**src/rtl/edge_capture_multi.sv**
```systemverilog
// Per-bit rising/falling/any-edge capture with an optional input synchroniser.
// Provides sticky W1C capture, single-cycle pulses, a masked interrupt and a saturating event counter.
module edge_capture_multi #(
  parameter int WIDTH       = 32,
  parameter int SYNC_STAGES = 0,
  parameter int CNT_W       = 8
) (
  input  logic             clk,
  input  logic             reset,
  input  logic [WIDTH-1:0] data_i,
  input  logic [WIDTH-1:0] rise_en_i,
  input  logic [WIDTH-1:0] fall_en_i,
  input  logic [WIDTH-1:0] clear_i,
  input  logic [WIDTH-1:0] irq_mask_i,
  input  logic             cnt_clr_i,
  output logic [WIDTH-1:0] edge_o,
  output logic [WIDTH-1:0] pulse_o,
  output logic             irq_o,
  output logic [CNT_W-1:0] evt_cnt_o
);

  localparam int SUM_W = CNT_W + $clog2(WIDTH) + 1;
  localparam logic [SUM_W-1:0] CNT_MAX = {{(SUM_W-CNT_W){1'b0}}, {CNT_W{1'b1}}};

  logic [WIDTH-1:0] data_s;
  logic [WIDTH-1:0] prev_q;
  logic             primed_q;
  logic [WIDTH-1:0] det;
  logic [WIDTH-1:0] edge_q, edge_d;
  logic [WIDTH-1:0] pulse_q;
  logic [CNT_W-1:0] evt_cnt_q, evt_cnt_d;
  logic [SUM_W-1:0] pop_cnt, cnt_base, cnt_sum;

  generate
    if (SYNC_STAGES == 0) begin : g_nosync
      assign data_s = data_i;
    end else begin : g_sync
      logic [WIDTH-1:0] sync_q [SYNC_STAGES];

      always_ff @(posedge clk or negedge reset) begin
        if (!reset) begin
          for (int i = 0; i < SYNC_STAGES; i++) sync_q[i] <= '0;
        end else begin
          sync_q[0] <= data_i;
          for (int i = 1; i < SYNC_STAGES; i++) sync_q[i] <= sync_q[i-1];
        end
      end

      assign data_s = sync_q[SYNC_STAGES-1];
    end
  endgenerate

  // No detection until prev holds a real sample, so the reset value never looks like an edge.
  assign det = ((data_s & ~prev_q & rise_en_i) | (~data_s & prev_q & fall_en_i))
               & {WIDTH{primed_q}};

  assign edge_d = (edge_q & ~clear_i) | det;

  always_comb begin
    pop_cnt = '0;
    for (int i = 0; i < WIDTH; i++) pop_cnt = pop_cnt + SUM_W'(det[i]);
    cnt_base  = cnt_clr_i ? '0 : SUM_W'(evt_cnt_q);
    cnt_sum   = cnt_base + pop_cnt;
    evt_cnt_d = (cnt_sum > CNT_MAX) ? {CNT_W{1'b1}} : cnt_sum[CNT_W-1:0];
  end

  always_ff @(posedge clk or negedge reset) begin
    if (!reset) begin
      prev_q    <= '0;
      primed_q  <= 1'b0;
      edge_q    <= '0;
      pulse_q   <= '0;
      evt_cnt_q <= '0;
    end else begin
      prev_q    <= data_s;
      primed_q  <= 1'b1;
      edge_q    <= edge_d;
      pulse_q   <= det;
      evt_cnt_q <= evt_cnt_d;
    end
  end

  assign edge_o    = edge_q;
  assign pulse_o   = pulse_q;
  assign evt_cnt_o = evt_cnt_q;
  assign irq_o     = |(edge_q & irq_mask_i);

endmodule

```
**config.mk**
```make
export PLATFORM = sky130hd
export DESIGN_NAME = edge_capture_multi
export DESIGN_NICKNAME = d
export VERILOG_FILES = /design/src/rtl/edge_capture_multi.sv
export SDC_FILE = /design/constraint.sdc
export NUM_CORES = 1
export LEC_CHECK = 0
export ABC_CLOCK_PERIOD_IN_PS = 6620
export CORE_ASPECT_RATIO = 0.75
export CORE_MARGIN = 5
export CORE_UTILIZATION = 40
export CTS_BUF_LIST = sky130_fd_sc_hd__clkbuf_16
export DETAILED_ROUTE_END_ITERATION = 7
export PLACE_DENSITY_LB_ADDON = 0.2
export SYNTH_ARGS = -nofsm -noshare
export SYNTH_HDL_FRONTEND = slang
export SYNTH_SLANG_ARGS = --single-unit
```
**constraint.sdc**
```tcl
create_clock -name clk -period 6.62 [get_ports clk]
set_input_delay 0.662 -clock clk [delete_from_list [all_inputs] [get_ports clk]]
set_output_delay 0.662 -clock clk [all_outputs]
set_load 0.005 [all_outputs]
```
After elaboration in Yosys (flattened, before gate mapping)
Index checks and enable logic that the tools add are counted.
Widths: inputs -> output; s select.

word-level totals
  register bits after elaboration = 105
  input port bits = 163
  output and inout port bits = 73
  word-level logic and storage cells = 53

cells by class
  add/subtract/negate cells = 32
  $lt $le $gt $ge = 1
  muxes and demuxes = 2
  bitwise operators = 12
  reduce and logical (&&, ||, !) cells = 1

operators with widths
  operator             count
  $add 14x1->14        18
  $and 32x32->32       7
  $not 32->32          3
  $or 32x32->32        2
  $reduce_or 32->1     1
  $mux 8               2
  $add 13x1->14        1
  $add 8x14->14        1
  $gt 14x8->1 const B  1
  $add 12x1->13        1
  $add 11x1->12        1
  $add 10x1->11        1
  $add 9x1->10         1
  $add 8x1->9          1
  $add 7x1->8          1
  $add 6x1->7          1
  $add 5x1->6          1
  $add 4x1->5          1
  $add 3x1->4          1
  $add 2x1->3          1
  $add 1x1->2          1

Logic depth before layout (Yosys ltp)
  depth in word-level cells = 39
  mapped depth = 18
  depth with buffers taken out = 18

Least setup slack after synthesis
OpenSTA, ideal clock, no wires.

  path kind = in2reg
  from = input data_i[1]
  to = register evt_cnt_q[3] (netlist: evt_cnt_o[3])
  library setup time = 0.087 ns
  arrival time = 5.375 ns
  required time = 6.533 ns
  path slack = 1.159 ns
  stages = 15
  buffers on the path = 0
  cells stage by stage = nand3b_1 > a21boi_0 > fa_1 > inv_1 > fa_1 > fa_1 > fa_1 > fa_1 > fa_1 > fa_1 > fa_1 > nor2b_4 > o2111a_2 > o211ai_2 > o211ai_1

on the way
  cells in the longest elaborated chain, start to end = 39
  elaborated cells between the ends (all ways) = 41
  those cells by class = 32 x add/sub; 1 x order compare; 1 x mux; 7 x bitwise

RTL lines
  what                           line  text
  start, declared                10    input logic [WIDTH-1:0] data_i,
  $not 32->32                    54    assign det = ((data_s & ~prev_q & rise_en_i) | (~data_s & prev_q & fall_en_i))
  $and 32x32->32 (2 in a row)    54
  $or 32x32->32 *                54
  $and 32x32->32 *               55    & {WIDTH{primed_q}};
  via det[1]                     28    logic [WIDTH-1:0] det;
  $add 1x1->2 *                  61    for (int i = 0; i < WIDTH; i++) pop_cnt = pop_cnt + SUM_W'(det[i]);
  $add 2x1->3 *                  61
  $add 3x1->4 *                  61
  [7 not listed]                 n/a
  $add 11x1->12 *                61
  $add 12x1->13 *                61
  $add 13x1->14 *                61
  $add 14x1->14 * (18 in a row)  61
  $add 8x14->14 *                63    cnt_sum = cnt_base + pop_cnt;
  $gt 14x8->1                    64    evt_cnt_d = (cnt_sum > CNT_MAX) ? {CNT_W{1'b1}} : cnt_sum[CNT_W-1:0];
  $mux 8 *                       64
  via evt_cnt_d[3]               31    logic [CNT_W-1:0] evt_cnt_q, evt_cnt_d;
  end signal, assigned           79    evt_cnt_q <= evt_cnt_d;
  end, declared                  31

Mark *: on every way through the listed nets, which the timed path passes. The rest lies on a longest branch.

Worst setup path after layout
  from = input data_i[3]
  to = register evt_cnt_q[4] (netlist: evt_cnt_o[4])

on the way
  cells in the longest elaborated chain, start to end = 37
  elaborated cells between the ends (all ways) = 39
  those cells by class = 30 x add/sub; 1 x order compare; 1 x mux; 7 x bitwise

RTL lines
  what                           line
  $not 32->32                    54
  $and 32x32->32 (2 in a row)    54
  $or 32x32->32 *                54
  $and 32x32->32 *               55
  via det[3]                     28
  $add 3x1->4 *                  61
  $add 4x1->5 *                  61
  $add 5x1->6 *                  61
  [5 not listed]                 n/a
  $add 11x1->12 *                61
  $add 12x1->13 *                61
  $add 13x1->14 *                61
  $add 14x1->14 * (18 in a row)  61
  $add 8x14->14 *                63
  $gt 14x8->1                    64
  $mux 8 *                       64
  via evt_cnt_d[4]               31

Marked as above.

==> impl_metrics.tcl <==
set metrics [dict create \
    static-leakage-power_nw 3.76 \
    maxSlewHeadroom 0.491 \
    yosys_warnings 0 \
    fin_setup_tns_ns 0 \
    critPathMaxStageDelay_ns 0.56 \
    worstSetupPathType "input pin to register" \
    cts.repair_timing.setup_buffer_count 0 \
    clk-insertion-delay-late_ns 0.34 \
    cellPowerDensity_nw_per_um2 246 \
    port-buffer-count 235 \
    detailroute.via_count 4192 \
    timing_max_transition_violations_final 0 \
    most-common-layout-cells "234 x sky130_fd_sc_hd__clkdlybuf4s50_1, 105 x sky130_fd_sc_hd__dfrtp_1, 73 x sky130_fd_sc_hd__inv_1" \
    timing.critical_path.from_type "input pin" \
    syn_nets 645 \
    chipWidth_um 139 \
    hold_ws_ns 0.318 \
    tightest_slew_ns 0.764 \
    outcome "finished, final reports clean" \
    detail-route-antenna-nets 0 \
    crit_path_cell_trace "clkdlybuf4s50_1, nand3b_1, a21boi_0, fa_1, inv_1, fa_1, fa_1, fa_1, fa_1, fa_1, fa_1, fa_1, nor2b_4, o2111a_2, o211ai_2, o211ai_1" \
    avg_cell_area_syn_um2 11.4 \
    required_ns 6.87 \
    gr-usage-all-layers 0.209 \
    netlist_area_um2 5020 \
    post_cts.resized_instances 0 \
    stdcell_count 859 \
    routedWlPerCell_um 18.4 \
    cts_sinks 105 \
    share_comb_of_total_power 0.354 \
    max_cap_viol_count 0 \
    period_minus_slack_ns 5.96 \
    grt_first_pass_wirelength_um 24300 \
    first_global_vias 4472 \
    setup_viol_count_final 0 \
    arrival_ns 6.21 \
    gpl.final_weighted_congestion 0.881 \
    drt-initial-drc-count 212 \
    detail_route.wirelength_um 15800 \
    detailed_place_hpwl_um 13200 \
    avgViaCountPerCell 4.88 \
    ctsRootBufferMaster "sky130_fd_sc_hd__clkbuf_16" \
    switchingPower_w 0.000581 \
    min-delay-path-class "input pin to async pin" \
    cell_class_contributing_the_biggest_share_of_worst_path_delay "adder cells" \
    placement_rows 35 \
    seq_power_share 0.380 \
    worstPathMaxFanout 6 \
    grt.overflow.total 0 \
    most_common_cell_after_layout_fill_and_taps_aside "sky130_fd_sc_hd__clkdlybuf4s50_1" \
    die_height_um 107 \
    layout.nets 894 \
    power.share.clock 0.267 \
    drc 0 \
    antenna_found_initial 0 \
    fin_util 0.643 \
    pin_count_of_the_biggest_net_entering_global_routing 62 \
    layout_worst_path_cycle_share 0.900 \
    ir_worst_vdd_uv 138 \
    p_sw_frac 0.299 \
    timing_hold_violations_final 0 \
    io_pins 236 \
    post_route_cells_drive_above_1_share 0.0390 \
    clk_pin_slew_worst_paths_ns 0.07 \
    timing.clock.skew_ns 0.00522 \
    internal_power_w 0.00136 \
    slowest_stage "sky130_fd_sc_hd__fa_1" \
    yosysSeqAreaShare 0.524 \
    end_kind "register" \
    n_antenna_cell 0 \
    critical_path.most_common_cell "sky130_fd_sc_hd__fa_1" \
    cp_num_buf_inv 2 \
    layout.filler_cells 949 \
    ctsHoldBuffers 0 \
    area_growth_pct 57.3 \
    number_of_buffers_created_by_cts 9 \
    yosysUniqueCellTypes 41 \
    floorplan.initialDensity 0.409 \
    fmax_mhz 168 \
    netlist_instances 441 \
    detail_route.first_pass.iterations 5 \
    ys_ff_latch 105 \
    die_area_um2 14900 \
    cts_htree_levels 3 \
    clock_tree_from_tritoncts "done" \
    grt_setup_unrepaired "false" \
    core_area_um2 12300 \
    dp.cells 845 \
    clock_tree.buffer_depth 2 \
]
[synth_stat cells]
master / n / area [µm²]
sky130_fd_sc_hd__o311ai_0: 1 / 8.76
sky130_fd_sc_hd__o2111a_2: 1 / 12.5
sky130_fd_sc_hd__xor2_1: 1 / 8.76
sky130_fd_sc_hd__a32o_1: 1 / 10.0
sky130_fd_sc_hd__a21o_1: 16 / 120
sky130_fd_sc_hd__a31oi_1: 1 / 6.26
sky130_fd_sc_hd__o211ai_2: 1 / 12.5
sky130_fd_sc_hd__nor3b_1: 1 / 7.51
sky130_fd_sc_hd__nor2b_4: 1 / 13.8
sky130_fd_sc_hd__nor2_1: 2 / 7.51
sky130_fd_sc_hd__ha_1: 15 / 188
sky130_fd_sc_hd__nor4b_1: 1 / 8.76
sky130_fd_sc_hd__inv_1: 73 / 274
sky130_fd_sc_hd__a2111oi_0: 1 / 8.76
sky130_fd_sc_hd__o211ai_1: 2 / 15.0
sky130_fd_sc_hd__nand3_1: 5 / 25.0
sky130_fd_sc_hd__nor2b_2: 1 / 8.76
sky130_fd_sc_hd__a211oi_1: 2 / 15.0
sky130_fd_sc_hd__or3b_1: 1 / 8.76
sky130_fd_sc_hd__nand4_1: 4 / 25.0
sky130_fd_sc_hd__a21oi_1: 3 / 15.0
sky130_fd_sc_hd__nor2b_1: 6 / 37.5
sky130_fd_sc_hd__and3b_1: 12 / 105
sky130_fd_sc_hd__fa_1: 26 / 521
sky130_fd_sc_hd__or4_1: 1 / 7.51
sky130_fd_sc_hd__or2_0: 1 / 6.26
sky130_fd_sc_hd__dfrtp_1: 105 / 2630
sky130_fd_sc_hd__conb_1: 1 / 3.75
sky130_fd_sc_hd__and3_1: 1 / 6.26
sky130_fd_sc_hd__nand2_1: 33 / 124
sky130_fd_sc_hd__nand3b_1: 32 / 240
sky130_fd_sc_hd__and2_1: 9 / 56.3
sky130_fd_sc_hd__nand2b_1: 5 / 31.3
sky130_fd_sc_hd__o21ai_0: 46 / 230
sky130_fd_sc_hd__a2111oi_2: 2 / 30.0
sky130_fd_sc_hd__clkbuf_1: 2 / 7.51
sky130_fd_sc_hd__o21ai_1: 1 / 5.00
sky130_fd_sc_hd__o21a_1: 1 / 7.51
sky130_fd_sc_hd__a21boi_0: 6 / 45.0
sky130_fd_sc_hd__buf_2: 1 / 5.00
sky130_fd_sc_hd__a22oi_1: 16 / 120
[worst paths after layout]
path	from	to	slack (ns)	depth (start not counted)
max in group asynchronous	reset	prev_q[25]	5.11	2
min in group clk	edge_o[3]	edge_o[3]	0.51	1
worst max-delay path	data_i[3]	evt_cnt_o[4]	0.66	16
worst min-delay path	reset	prev_q[10]	0.32	1
worst min register to register	edge_o[3]	edge_o[3]	0.51	1
worst max register to register	primed_q	evt_cnt_o[4]	0.79	15
[layout make-up]
class                      instances  area [µm²]  share of cell area
multi-input combinational        260        2100               0.266
inverter                          73         274              0.0347
timing repair buffer             241        2390               0.304
sequential                       105        2630               0.333
tap                              166         208              0.0263
clock inverter                     5        58.8             0.00745
clock buffer                       9         225              0.0285
[through the flow]
stage          power (W)  area [µm²]  worst slack (ns)
6_report         0.00194        7890             0.660
3_3_place_gp     0.00142        7610             0.420
4_1_cts          0.00197        7890             0.619
3_5_place_dp     0.00144        7610             0.295
2_1_floorplan    0.00112        5020              1.16
5_1_grt          0.00209        7890             0.346
[power by group through the flow]
stage | combinational (W) | sequential (W) | clock (W)
2_1_floorplan | 0.000378 | 0.000739 | 0
6_report | 0.000686 | 0.000736 | 0.000517
3_5_place_dp | 0.000694 | 0.000748 | 0
5_1_grt | 0.000789 | 0.000742 | 0.000559
3_3_place_gp | 0.000671 | 0.000748 | 0
4_1_cts | 0.000701 | 0.000736 | 0.000533
[state kept, by name, indices dropped and copies added, names as in the netlist]
signal,flops
primed_q,1
evt_cnt_o,8
prev_q,32
edge_o,32
pulse_o,32
[metal layers]
layer  track usage  vias to the layer above  part of all wire
li1              -                     1977                 -
met2         0.339                      173              0.48
met3        0.0651                       15             0.086
met5             0                        -                 0
met1         0.282                     2027              0.43
met4        0.0363                        0            0.0094
[cells by family after synthesis]
group | after synthesis | share of synthesized area
simple gates | 116 | 0.143
xor+xnor | 1 | 0.00175
buf+inv | 76 | 0.0571
fa+ha+maj | 41 | 0.141
compound gates | 101 | 0.132
other cells | 1 | 0.000748
flops | 105 | 0.524
Note: power is estimated with default switching activity, not from simulation.
